### src/rtl/irq_pkg.sv
// Shared types and constants for the interrupt arbiter.
package irq_pkg;

    typedef enum logic [1:0] {
        IDLE,
        REQ,
        BUSY
    } arb_state_t;

    localparam int unsigned IRQ_NUM_DEFAULT = 8;

    // Smallest width able to hold ids 0..n-1 (n >= 2).
    function automatic int unsigned irq_id_width(input int unsigned n);
        int unsigned w;
        w = 1;
        for (int unsigned i = 1; i < 32; i++) begin
            if ((32'd1 << i) < n) begin
                w = i + 1;
            end
        end
        return w;
    endfunction

endpackage

### src/rtl/irq_prio_select.sv
// Combinational winner search: first eligible bit at or after i_start, wrapping.
module irq_prio_select
    import irq_pkg::*;
#(
    parameter int unsigned NUM_IRQ = IRQ_NUM_DEFAULT,
    parameter int unsigned ID_W    = irq_id_width(NUM_IRQ)
) (
    input  logic [NUM_IRQ-1:0] i_eligible,
    input  logic [ID_W-1:0]    i_start,
    output logic               o_found,
    output logic [ID_W-1:0]    o_id
);

    int unsigned        w_idx;
    logic [NUM_IRQ-1:0] w_shift;

    always_comb begin
        o_found = 1'b0;
        o_id    = '0;
        w_idx   = 0;
        w_shift = '0;
        for (int unsigned k = 0; k < NUM_IRQ; k++) begin
            w_idx = 32'(i_start) + k;
            if (w_idx >= NUM_IRQ) begin
                w_idx = w_idx - NUM_IRQ;
            end
            w_shift = i_eligible >> w_idx;
            if (!o_found && w_shift[0]) begin
                o_found = 1'b1;
                o_id    = ID_W'(w_idx);
            end
        end
    end

endmodule

### src/rtl/irq_sync2.sv
// Two-flop synchroniser for a single asynchronous input bit.
module irq_sync2 (
    input  logic clk,
    input  logic rst_n,
    input  logic i_d,
    output logic o_q
);

    logic r_meta;
    logic r_sync;

    always_ff @(posedge clk) begin
        if (!rst_n) begin
            r_meta <= 1'b0;
            r_sync <= 1'b0;
        end else begin
            r_meta <= i_d;
            r_sync <= r_meta;
        end
    end

    assign o_q = r_sync;

endmodule

### src/rtl/irq_arbiter.sv
// Multi-source interrupt arbiter with claim/complete handshake.
// Define IRQ_ARB_RR_EN for round-robin selection; default is fixed priority (lowest id wins).
module irq_arbiter
    import irq_pkg::*;
#(
    parameter int unsigned NUM_IRQ = IRQ_NUM_DEFAULT,
    parameter int unsigned ID_W    = irq_id_width(NUM_IRQ)
) (
    input  logic               clk,
    input  logic               rst_n,
    input  logic [NUM_IRQ-1:0] irq_i,
    input  logic               en_we,
    input  logic [NUM_IRQ-1:0] en_wdata,
    output logic [NUM_IRQ-1:0] en_o,
    output logic [NUM_IRQ-1:0] pending_o,
    output logic               irq_req,
    input  logic               claim,
    output logic               claim_ack,
    output logic               claim_valid,
    output logic [ID_W-1:0]    claim_id,
    input  logic               complete,
    input  logic [ID_W-1:0]    complete_id
);

    logic [NUM_IRQ-1:0] w_sync;
    logic [NUM_IRQ-1:0] w_edge;
    logic [NUM_IRQ-1:0] w_eligible;
    logic [NUM_IRQ-1:0] w_clr;
    logic [NUM_IRQ-1:0] r_prev;
    logic [NUM_IRQ-1:0] r_pending;
    logic [NUM_IRQ-1:0] r_en;
    arb_state_t         r_state;
    arb_state_t         w_state_nxt;
    logic               w_found;
    logic [ID_W-1:0]    w_win;
    logic [ID_W-1:0]    w_start;
    logic               w_grant;
    logic               r_ack;
    logic               r_valid;
    logic [ID_W-1:0]    r_id;
    logic [ID_W-1:0]    w_id_nxt;

    genvar gi;
    generate
        for (gi = 0; gi < NUM_IRQ; gi++) begin : g_sync
            irq_sync2 u_sync (
                .clk   (clk),
                .rst_n (rst_n),
                .i_d   (irq_i[gi]),
                .o_q   (w_sync[gi])
            );
        end
    endgenerate

    assign w_edge     = w_sync & ~r_prev;
    assign w_eligible = r_pending & r_en;

`ifdef IRQ_ARB_RR_EN
    logic [ID_W-1:0] r_ptr;

    assign w_start = (r_ptr == ID_W'(NUM_IRQ - 1)) ? '0 : r_ptr + 1'b1;

    always_ff @(posedge clk) begin
        if (!rst_n) begin
            r_ptr <= ID_W'(NUM_IRQ - 1);
        end else if (w_grant) begin
            r_ptr <= w_win;
        end
    end
`else
    assign w_start = '0;
`endif

    irq_prio_select #(
        .NUM_IRQ (NUM_IRQ),
        .ID_W    (ID_W)
    ) u_sel (
        .i_eligible (w_eligible),
        .i_start    (w_start),
        .o_found    (w_found),
        .o_id       (w_win)
    );

    always_comb begin
        w_state_nxt = r_state;
        w_grant     = 1'b0;
        w_id_nxt    = '0;
        case (r_state)
            IDLE: begin
                if (|w_eligible) begin
                    w_state_nxt = REQ;
                end
            end
            REQ: begin
                if (!w_found) begin
                    w_state_nxt = IDLE;
                end else if (claim) begin
                    w_grant     = 1'b1;
                    w_id_nxt    = w_win;
                    w_state_nxt = BUSY;
                end
            end
            BUSY: begin
                if (complete && (complete_id == r_id)) begin
                    w_state_nxt = IDLE;
                end else begin
                    w_id_nxt = r_id;
                end
            end
            default: w_state_nxt = IDLE;
        endcase
    end

    // A fresh edge on the granted line re-sets its bit, so it wins over the clear.
    assign w_clr = w_grant ? (NUM_IRQ'(1) << w_win) : '0;

    always_ff @(posedge clk) begin
        if (!rst_n) begin
            r_prev    <= '0;
            r_pending <= '0;
            r_en      <= '0;
            r_state   <= IDLE;
            r_ack     <= 1'b0;
            r_valid   <= 1'b0;
            r_id      <= '0;
        end else begin
            r_prev    <= w_sync;
            r_pending <= (r_pending & ~w_clr) | w_edge;
            if (en_we) begin
                r_en <= en_wdata;
            end
            r_state   <= w_state_nxt;
            r_ack     <= claim;
            r_valid   <= w_grant;
            r_id      <= w_id_nxt;
        end
    end

    assign en_o        = r_en;
    assign pending_o   = r_pending;
    assign irq_req     = (r_state == REQ);
    assign claim_ack   = r_ack;
    assign claim_valid = r_valid;
    assign claim_id    = r_id;

endmodule

### config.mk
export PLATFORM = sky130hd
export DESIGN_NAME = irq_arbiter
export DESIGN_NICKNAME = d
export VERILOG_FILES = /design/src/rtl/irq_pkg.sv /design/src/rtl/irq_prio_select.sv /design/src/rtl/irq_sync2.sv /design/src/rtl/irq_arbiter.sv
export SDC_FILE = /design/constraint.sdc
export NUM_CORES = 1
export LEC_CHECK = 0
export ABC_AREA = 0
export CAP_MARGIN = 20
export CORE_MARGIN = 4
export CORE_UTILIZATION = 40
export DETAILED_ROUTE_END_ITERATION = 10
export HOLD_SLACK_MARGIN = 0.1
export PLACE_DENSITY_LB_ADDON = 0.12
export REMOVE_ABC_BUFFERS = 1
export SLEW_MARGIN = 20
export SYNTH_ARGS = -nofsm -noshare
export SYNTH_HDL_FRONTEND = slang
export SYNTH_SLANG_ARGS = --single-unit
### constraint.sdc
create_clock -name clk -period 4.85 [get_ports clk]
set_clock_uncertainty 0.15 [all_clocks]
set_input_delay 0.97 -clock clk [delete_from_list [all_inputs] [get_ports clk]]
set_output_delay 0.97 -clock clk [all_outputs]
set_load 0.01 [all_outputs]
After elaboration in Yosys (flattened, before gate mapping)
Cells that the tools add are included.

storage, ports and cells
  output and inout port bits = 22
  word-level logic and storage cells = 82
  flip-flop bits (word level) = 47

operators by class
  equality and inequality tests = 6
  shifts and indexed selects = 1
  reduce and logical (&&, ||, !) cells = 18
  bitwise gates (word level) = 6
  muxes and demuxes = 28

operator list
  cell                   number
  $and A8 B8 Y8          3
  $mux W3                7
  $not A8 Y8             2
  $mux W1                12
  $mux W2                6
  $logic_and A1 B1 Y1    8
  $mux W8                1
  $or A8 B8 Y8           1
  $reduce_or A8 Y1       1
  $shl A1 B3 Y8 const A  1
  $logic_not A1 Y1       7
  $pmux W2 S3            1
  $pmux W3 S2            1
  $ne A2 B2 Y1 const B   2
  $eq A3 B3 Y1           1
  $ne A3 B3 Y1 const B   1
  $reduce_and A3 Y1      1
  $eq A2 B1 Y1 const B   1
  $eq A2 B2 Y1 const B   1
  $logic_not A2 Y1       1

Logic depth before layout (Yosys ltp)
Gate-level depths: netlist of the first run.

  word-level depth = 29
  depth in mapped cells = 5
  mapped depth without buffers = 5

Hierarchy
Synthesis of the first run repeated with hierarchy kept, for this count alone.

unflattened totals
  cell total of the unflattened synthesis = 250
  area total of the unflattened synthesis = 2582.5 um^2

modules (own cells, without submodules)
  module           times used  cells an instance  area each (um^2)  seq. area each (um^2)
  irq_arbiter      1           118                1152.4            620.6
  irq_prio_select  1           100                1009.7            0.0
  irq_sync2        8           4                  52.6              40.0

Worst setup path after synthesis of the first run
No wires, ideal clock.

  path type = input to register
  start point = in complete_id[2]
  end point = reg r_id[0], in the netlist claim_id[0]
  stages = 5
  library setup time = 0.119 ns
  arrival time = 1.722 ns
  slack = 2.859 ns
  cells stage by stage = xor2_1 nor2_1 a311oi_1 a21o_2 o221a_1

between the ends
  word-level cells in the longest chain between the ends = 3

RTL lines
  item                    line                RTL
  start: declaration      irq_arbiter.sv:22   input logic [ID_W-1:0] complete_id
  $eq A3 B3 Y1            irq_arbiter.sv:104  if (complete && (complete_id == r_id)) begin
  $logic_and A1 B1 Y1     irq_arbiter.sv:104
  $ne A2 B2 Y1 (no line)  -
  end signal: assignment  irq_arbiter.sv:135  r_id <= w_id_nxt;
  end: declaration        irq_arbiter.sv:40   logic [ID_W-1:0] r_id;

Every way passes these cells.
A chain may end at the register's enable or synchronous reset.

==> impl_metrics.tcl, run 1 <==
set metrics [dict create \
    status "finished, final reports clean" \
    path_cells "clkdlybuf4s50_1, and2_1, nor2b_1, a21oi_1, a21oi_1" \
    critPathRequiredTime_ns 4.88 \
    period_share_pct 51.13 \
    synthDistinctLibCells 37 \
    ys_ff_latch 47 \
    postCtsHoldBufs 0 \
    root_buffer "clkbuf_8" \
    drt.antenna.violating_nets 0 \
    crit_path_max_incr_delay_ns 0.83 \
    yosysTopAreaCell "dfxtp_1" \
    vias_per_cell 4.989 \
    synth_edf_count 0 \
    avgSynthCellArea_um2 10.42 \
    cts_resized 0 \
    fin_tns_setup_ns 0 \
    slowest_stage "clkdlybuf4s50_1" \
    crit_fanout 30 \
    ir_worst_vdd_mv 0.2911 \
    powerDensity_mw_per_mm2 312.3 \
    clkTransAtPathRegs_ns 0.08 \
    rows 23 \
    cap_viol_max_count 0 \
    insertion_delay_ns 0.29 \
    grt_max_degree 31 \
    layoutNonFillerInstCount 266 \
    numCtsBuffers 5 \
    grt_pass1_vias 1231 \
    area_delta_synth_final_pct 34.10 \
    p_leak_nw 0.9205 \
    worst_setup_path_end_kind "register" \
    finalHoldViolations 0 \
    slew_headroom_pct 47.04 \
    stdcell_area_mm2 0.002347 \
    gr-usage-met2_pct 20.96 \
    grt_pass1_wl_mm 5.658 \
    dpl.cell_count 258 \
    wire_per_inst_um 13.06 \
    grt_usage_pct 13.33 \
    synth_flop_cell "dfxtp_1" \
    yosysTopAreaCellShare_pct 53.75 \
    hpwl_mm 2.614 \
    cpMostUsedCell "a21oi_1" \
    synth_area_mm2 0.001750 \
    port_buffers 45 \
    rsz0062_at_grt "false" \
    critPathTopFamily "buffers and inverters" \
    use_met1_pct 17.39 \
    yosysMostFrequentCell "dfxtp_1" \
    route.detailed.drc 0 \
    cts.path.max_buffers 2 \
    top_usage_layer "met2" \
    cp.arrival_ns 2.51 \
    globalRouteMet3Util_pct 3.243 \
    h-tree-depth 2 \
    synthTopCellsByCount "dfxtp_1 (47), and2_1 (27), nor2b_1 (18), mux2i_1 (8)" \
    grt.overflow.total 0 \
    hold_class "register to register" \
    r2r_slack_ns 3.04 \
    ys_seq_area_share_pct 53.75 \
    cts_tree "yes" \
    syn_inst 168 \
    die_y_um 74.15 \
    start_kind "primary input" \
    drt-total-wl_mm 3.475 \
    cts_sinks 47 \
    slew_viol_final 0 \
    first_iter_violations 74 \
    drive_above_1_share_pct 8.333 \
    die_w_um 74.15 \
    layout_min_cycle_time_ns 2.480 \
    post_cts_buffers 0 \
    globalplace.congestion 0.8177 \
    num_vias 1327 \
    yosysWarnings 0 \
    setup_violations 0 \
    fmax_ghz 0.4033 \
    timing.critical_path.buf_inv 1 \
    dieArea_mm2 0.005498 \
    antenna_found_initial 0 \
    synthArstFlopShare_pct 0 \
    final_net_count 239 \
    core_area_mm2 0.004115 \
    crit_type "primary input to register" \
    start_util_pct 42.54 \
    num_antenna_cells 0 \
    dpl_cell_area_mm2 0.002248 \
    worst_slew_pin_slew_ns 0.7918 \
    io-pin-count 46 \
    synth_area_leaders "dfxtp_1 (54%), and2_1 (9.6%), nor2b_1 (6.4%)" \
    drtPass1Iterations 4 \
]
per-stage QoR:
step | hold WS, ns | power [mW] | setup slack [ns] | util [%]
6_report | 0.2888 | 0.7331 | 2.370 | 57.04
5_1_grt | 0.3163 | 0.7623 | 2.192 | 57.04
4_1_cts | 0.2915 | 0.7415 | 2.356 | 57.04
3_5_place_dp | 0.2708 | 0.5019 | 2.059 | 54.64
3_3_place_gp | 0.2647 | 0.4995 | 2.095 | 54.64
2_1_floorplan | 0.2618 | 0.4523 | 2.859 | -
report_power, final:
part	total (mW)	internal, mW	switching, mW
logic	0.0773	0.0484	0.0289
clock network	0.241	0.116	0.125
registers	0.415	0.402	0.0127
total	0.733	0.567	0.166
kinds of logic (layout without fill, tap and decap cells):
| family | Yosys count | in the layout | share of synthesized area (%) |
|---|---|---|---|
| simple gates | 69 | 69 | 23.87 |
| flops | 47 | 47 | 53.75 |
| compound gates | 32 | 32 | 14.37 |
| buf+inv | 9 | 57 | 1.930 |
| mux | 8 | 8 | 4.575 |
| xor+xnor | 3 | 3 | 1.501 |
path summary, 6_finish.rpt:
| check | start | to | cells past startpoint |
|---|---|---|---|
| worst min-delay path | g_sync[2].u_sync.r_meta | g_sync[2].u_sync.o_q | 1 |
| worst max-delay path | rst_n | pending_o[6] | 5 |
| worst min register to register | g_sync[2].u_sync.r_meta | g_sync[2].u_sync.o_q | 1 |
| worst max register to register | en_o[5] | claim_id[1] | 5 |
state kept, by name, summed over array words and instances, names as in the netlist:
name,cells
g_sync.u_sync.o_q,8
claim_ack,1
pending_o,8
claim_valid,1
g_sync.u_sync.r_meta,8
en_o,8
claim_id,3
r_state,2
r_prev,8
layout make-up:
cell class,instances,area [µm²]
inverter,3,11.26
multi-input combinational,112,775.7
fill,365,1768
sequential,47,940.9
clock buffer,6,82.58
tap,50,62.56
clock inverter,2,16.27
timing repair buffer,46,457.9
placed cells by master, fill, tap and decap left out, types with 3 or more instances in the layout:
| master | instances |
|---|---|
| a21oi_1 | 6 |
| a31oi_1 | 3 |
| and2_1 | 27 |
| clkbuf_8 | 6 |
| clkdlybuf4s50_1 | 45 |
| dfxtp_1 | 47 |
| inv_1 | 3 |
| mux2i_1 | 8 |
| nand2_1 | 5 |
| nand2b_1 | 4 |
| nor2_1 | 3 |
| nor2b_1 | 18 |
| o21a_1 | 4 |
| o21ai_0 | 4 |
worst reg2reg max path: stages, from the launching register on:
cell	delay, ns
dfxtp_1	0.37
a222oi_1	0.49
and3_2	0.32
a21oi_2	0.09
a32oi_1	0.22
nor2b_1	0.07
metal layers:
metal  share of wire [%]  vias to the layer above
li1                    -                      673
met1                  46                      604
met2                  46                       43
met3                 6.6                        7
met4                 2.2                        0
met5                   0                        -
Power figures use the tool's default switching activity.
==> run 2: changes to the inputs <==
- clock period: 4.85 -> 2.3 ns (I/O delays scaled with it)
==> run 2 against run 1 <==
Against the previous run:
- sequential share of layout area is 0.19 points lower
- sequential cell count stayed put
- cell area is 0.48% higher
- core utilization is 0.27 points higher
- critical path type is now register to output port
- critical endpoint is now irq_req
- highest routed layer unchanged
==> impl_metrics.tcl, run 2 (synthesis results as in run 1) <==
set metrics [dict create \
    status "finished, final reports clean" \
    grt_max_degree 33 \
    grt_usage_pct 14.34 \
    grt_pass1_wl_mm 5.940 \
    port_buffers 45 \
    finalHoldViolations 0 \
    first_iter_violations 81 \
    internal-power_mw 1.269 \
    final_net_count 240 \
    fin_ws_ns 0.3490 \
    slew_headroom_pct 63.69 \
    switching_share_pct 21.18 \
    core_area_mm2 0.004115 \
    final_common_cell "dfxtp_1" \
    drtPass1Iterations 5 \
    io-pin-count 46 \
    die_w_um 74.15 \
    final_cell_mix "dfxtp_1 (47), clkdlybuf4s50_1 (45), and2_1 (27), nor2b_1 (18), mux2i_1 (8)" \
    dieArea_mm2 0.005498 \
    fin_tns_setup_ns 0 \
    start_kind "register" \
    clkPwrFrac_pct 35.5 \
    critPathRequiredTime_ns 1.69 \
    place_ws_ns 0.2465 \
    numCtsBuffers 5 \
    worst_setup_path_end_kind "output port" \
    ir_worst_vdd_mv 0.4382 \
    setup_violations 0 \
    power_frac_comb_pct 10.2 \
    grt.overflow.total 0 \
    cts_sinks 47 \
    cp.arrival_ns 1.34 \
    postCtsHoldBufs 0 \
    worst_slew_pin_slew_ns 0.5430 \
    grt_pass1_vias 1239 \
    num_vias 1311 \
    p_leak_nw 0.9292 \
    rows 23 \
    slew_viol_final 0 \
    dpl.cell_count 259 \
    insertion_delay_ns 0.30 \
    crit_type "register to output port" \
    cts_tree "yes" \
    antenna_found_initial 0 \
    hpwl_mm 2.653 \
    drt-total-wl_mm 3.579 \
    vias_per_cell 4.929 \
    cts_resized 0 \
    die_y_um 74.15 \
    start_util_pct 42.54 \
    route.detailed.drc 0 \
    cts.path.max_buffers 2 \
    wire_per_inst_um 13.45 \
    fmax_ghz 0.5126 \
    drt.antenna.violating_nets 0 \
    globalplace.congestion 0.8602 \
    post_cts_buffers 0 \
    layoutNonFillerInstCount 266 \
    area_delta_synth_final_pct 34.74 \
    drive_above_1_share_pct 7.870 \
    cap_viol_max_count 0 \
    root_buffer "clkbuf_8" \
    layout_min_cycle_time_ns 1.951 \
    period_share_pct 84.82 \
    seqPwrFrac_pct 54.3 \
    powerDensity_mw_per_mm2 682.9 \
    rsz0062_at_grt "false" \
    clkTransAtPathRegs_ns 0.08 \
    switchingPower_mw 0.3411 \
    h-tree-depth 2 \
    whs_ns 0.2855 \
    num_antenna_cells 0 \
    crit_fanout 5 \
    hold_class "register to register" \
]
==> run 2: final timing paths <==
path	from	endpoint	slack (ns)	cells after the start
worst max-delay path	r_state[0]	irq_req	0.35	2
worst min-delay path	g_sync[7].u_sync.r_meta	g_sync[7].u_sync.o_q	0.29	1
worst max register to register	pending_o[6]	claim_id[0]	0.51	4
worst min register to register	g_sync[7].u_sync.r_meta	g_sync[7].u_sync.o_q	0.29	1
==> run 2: per-layer routing <==
layer | wire length [µm] | share of wire [%] | GRT usage, % | vias up
met5 | 0 | 0 | 0 | -
met3 | 239 | 6.7 | 5.000 | 7
met4 | 57 | 1.6 | 5.433 | 0
li1 | - | - | - | 670
met2 | 1758 | 49 | 23.92 | 37
met1 | 1524 | 43 | 16.99 | 597
==> run 2: layout make-up <==
class	count	area [µm²]
flip-flops and latches	47	940.9
repair buffers	47	465.4
well taps	50	62.56
clock buffers	6	72.57
clock inverters	1	30.03
multi-input cells	112	775.7
inverters	3	11.26
fillers	349	1757
==> run 2: critical path, stage by stage, from the launching register on <==
cell and delay, ns:
dfxtp_1 0.37, nor2b_1 0.14, clkdlybuf4s50_1 0.54
==> run 2: power groups by stage <==
stage	clock network, mW	logic [mW]	registers [mW]
after detailed placement	0	0.167	0.894
after global placement	0	0.163	0.892
after global routing	0.621	0.183	0.880
after floorplan	0	0.0583	0.895
final	0.571	0.165	0.874
after CTS	0.586	0.168	0.875
==> run 2: through the flow <==
step	instance area (µm²)	power [mW]	util, %
after detailed placement	2256	1.061	54.82
after global routing	2359	1.684	57.31
after CTS	2359	1.629	57.31
after global placement	2256	1.055	54.82
final	2359	1.611	57.31
after floorplan	1728	0.9537	-
==> run 3: changes to the inputs <==
- clock period: 2.3 -> 1.7 ns (I/O delays scaled with it)
==> run 3 against run 2 <==
Against the previous run:
- critical path depth grew 3
- setup slack lost 0.29 ns
- clock-buffer cell count shrank 1
- register-to-register slack lost 0.45 ns
- worst hold slack gained 0.0018 ns
- sequential cell count is the same
- clock power grew 68%
- non-clock buffer count grew 10
- core utilization grew 2.8 points
- power grew 47%
- highest routed layer unchanged
==> impl_metrics.tcl, run 3 (synthesis results as in run 1) <==
set metrics [dict create \
    r2r-start "pending_o[6]" \
    dieArea_mm2 0.005498 \
    final_common_cell "dfxtp_1" \
    worst_slew_pin_slew_ns 0.3892 \
    reg2reg_to "claim_id[0]" \
    nFillCells 366 \
    die_y_um 74.15 \
    clkTransAtPathRegs_ns 0.09 \
    hold_class "register to register" \
    period_share_pct 96.66 \
    rows 23 \
    num_antenna_cells 0 \
    cap_viol_max_count 0 \
    status "finished, final reports clean" \
    grt_pass1_wl_mm 5.961 \
    finalHoldViolations 0 \
    internal-power_mw 1.879 \
    area_delta_synth_final_pct 41.39 \
    start_util_pct 42.54 \
    root_buffer "clkbuf_8" \
    hpwl_mm 2.710 \
    cts_tree "yes" \
    drtPass1Iterations 4 \
    grt_max_degree 25 \
    crit_type "register to register" \
    numCtsBuffers 5 \
    setup_violations 0 \
    slew_viol_final 0 \
    insertion_delay_ns 0.30 \
    powerDensity_mw_per_mm2 959.8 \
    globalplace.congestion 0.8479 \
    final_cell_mix "dfxtp_1 (34), and2_1 (27), clkdlybuf4s50_1 (25), dlygate4sd2_1 (20), nor2b_1 (18)" \
    h-tree-depth 2 \
    cts_sinks 47 \
    worst_setup_path_end_kind "register" \
    postCtsHoldBufs 0 \
    rsz0062_at_grt "true" \
    crit_fanout 4 \
    dpl_cell_area_mm2 0.002336 \
    final_net_count 250 \
    start_kind "register" \
    stdcell_area_mm2 0.002475 \
    wire_per_inst_um 13.29 \
    power_frac_comb_pct 9.8 \
    grt_pass1_vias 1345 \
    whs_ns 0.2873 \
    cts.path.max_buffers 2 \
    drive_above_1_share_pct 18.50 \
    layout_min_cycle_time_ns 1.643 \
    r2r_slack_ns 0.06 \
    switching_share_pct 20.90 \
    cp.arrival_ns 1.74 \
    holdCritStartpoint "g_sync[3].u_sync.r_meta" \
    ir_worst_vdd_mv 0.6455 \
    hold_path_depth 1 \
    clkPwrFrac_pct 40.4 \
    fmax_ghz 0.6086 \
    drt.antenna.violating_nets 0 \
    vias_per_cell 5.007 \
    slew_headroom_pct 73.88 \
    grt_usage_pct 14.37 \
    p_leak_nw 1.083 \
    num_vias 1387 \
    rr_worst_depth 5 \
    core_area_mm2 0.004115 \
    seqPwrFrac_pct 49.8 \
    port_buffers 45 \
    min_to "g_sync[3].u_sync.o_q" \
    die_w_um 74.15 \
    grt.overflow.total 0 \
    route.detailed.drc 0 \
    antenna_found_initial 0 \
    io-pin-count 46 \
    drt-total-wl_mm 3.680 \
    switchingPower_mw 0.4964 \
    first_iter_violations 43 \
    critPathRequiredTime_ns 1.79 \
]
-- run 3: metal layers --
| layer | up-vias | GRT usage [%] | wire (µm) |
|---|---|---|---|
| met5 | - | 0 | 0 |
| met4 | 0 | 5.433 | 57 |
| met3 | 6 | 4.865 | 237 |
| met2 | 33 | 24.31 | 1786 |
| met1 | 657 | 16.81 | 1597 |
| li1 | 691 | - | - |
-- run 3: worst max-delay path by stage --
stage | start | endpoint | slack, ns | depth (start not counted)
after global routing | pending_o[6] | claim_id[0] | -0.08 | 5
final | pending_o[6] | claim_id[0] | 0.06 | 5
after detailed placement | complete_id[2] | claim_id[0] | -0.22 | 6
after floorplan | en_o[0] | pending_o[2] | 0.09 | 5
after CTS | en_o[6] | claim_id[0] | 0.04 | 4
after global placement | complete_id[2] | claim_id[0] | -0.14 | 6
-- run 3: per-stage QoR --
stage          total power, mW  setup WS [ns]  cells  utilization [%]  setup TNS (ns)
2_1_floorplan            1.290        0.08766    162                -               0
3_3_place_gp             1.444        -0.1388    268            56.77         -0.4706
3_5_place_dp             1.450        -0.2221    268            56.77         -0.6420
4_1_cts                  2.395        0.04032    277            59.93               0
5_1_grt                  2.476       -0.07827    277            60.14         -0.1697
6_report                 2.375        0.05678    277            60.14               0
-- run 3: layout make-up --
type | instances | area [µm²] | area share (%)
Clock buffer | 5 | 68.82 | 2.781
Tap cell | 50 | 62.56 | 2.528
Multi-Input combinational cell | 112 | 779.5 | 31.50
Inverter | 3 | 11.26 | 0.4550
Clock inverter | 3 | 67.56 | 2.730
Timing Repair Buffer | 57 | 528.0 | 21.33
Sequential cell | 47 | 957.2 | 38.68
-- run 3: what timing repair did --
action / 4_1_cts / 5_1_grt
setup endpoints to repair: 21 / 5
buffers inserted: 1 / 1
resized for setup: 29 / 7
pin swaps: 1 / 6
-- run 3: power by group through the flow --
stage	clock network [mW]	registers (mW)	logic, mW
4_1_cts	0.982	1.18	0.231
2_1_floorplan	0	1.21	0.0789
3_5_place_dp	0	1.21	0.243
3_3_place_gp	0	1.21	0.239
5_1_grt	1.03	1.19	0.254
6_report	0.960	1.18	0.232
-- run 3: worst max-delay path: stages (launching register included) --
cell and delay [ns]:
dfxtp_2 0.34, a222oi_1 0.42, and3_4 0.28, buf_4 0.12, a21o_2 0.11, o221a_1 0.17
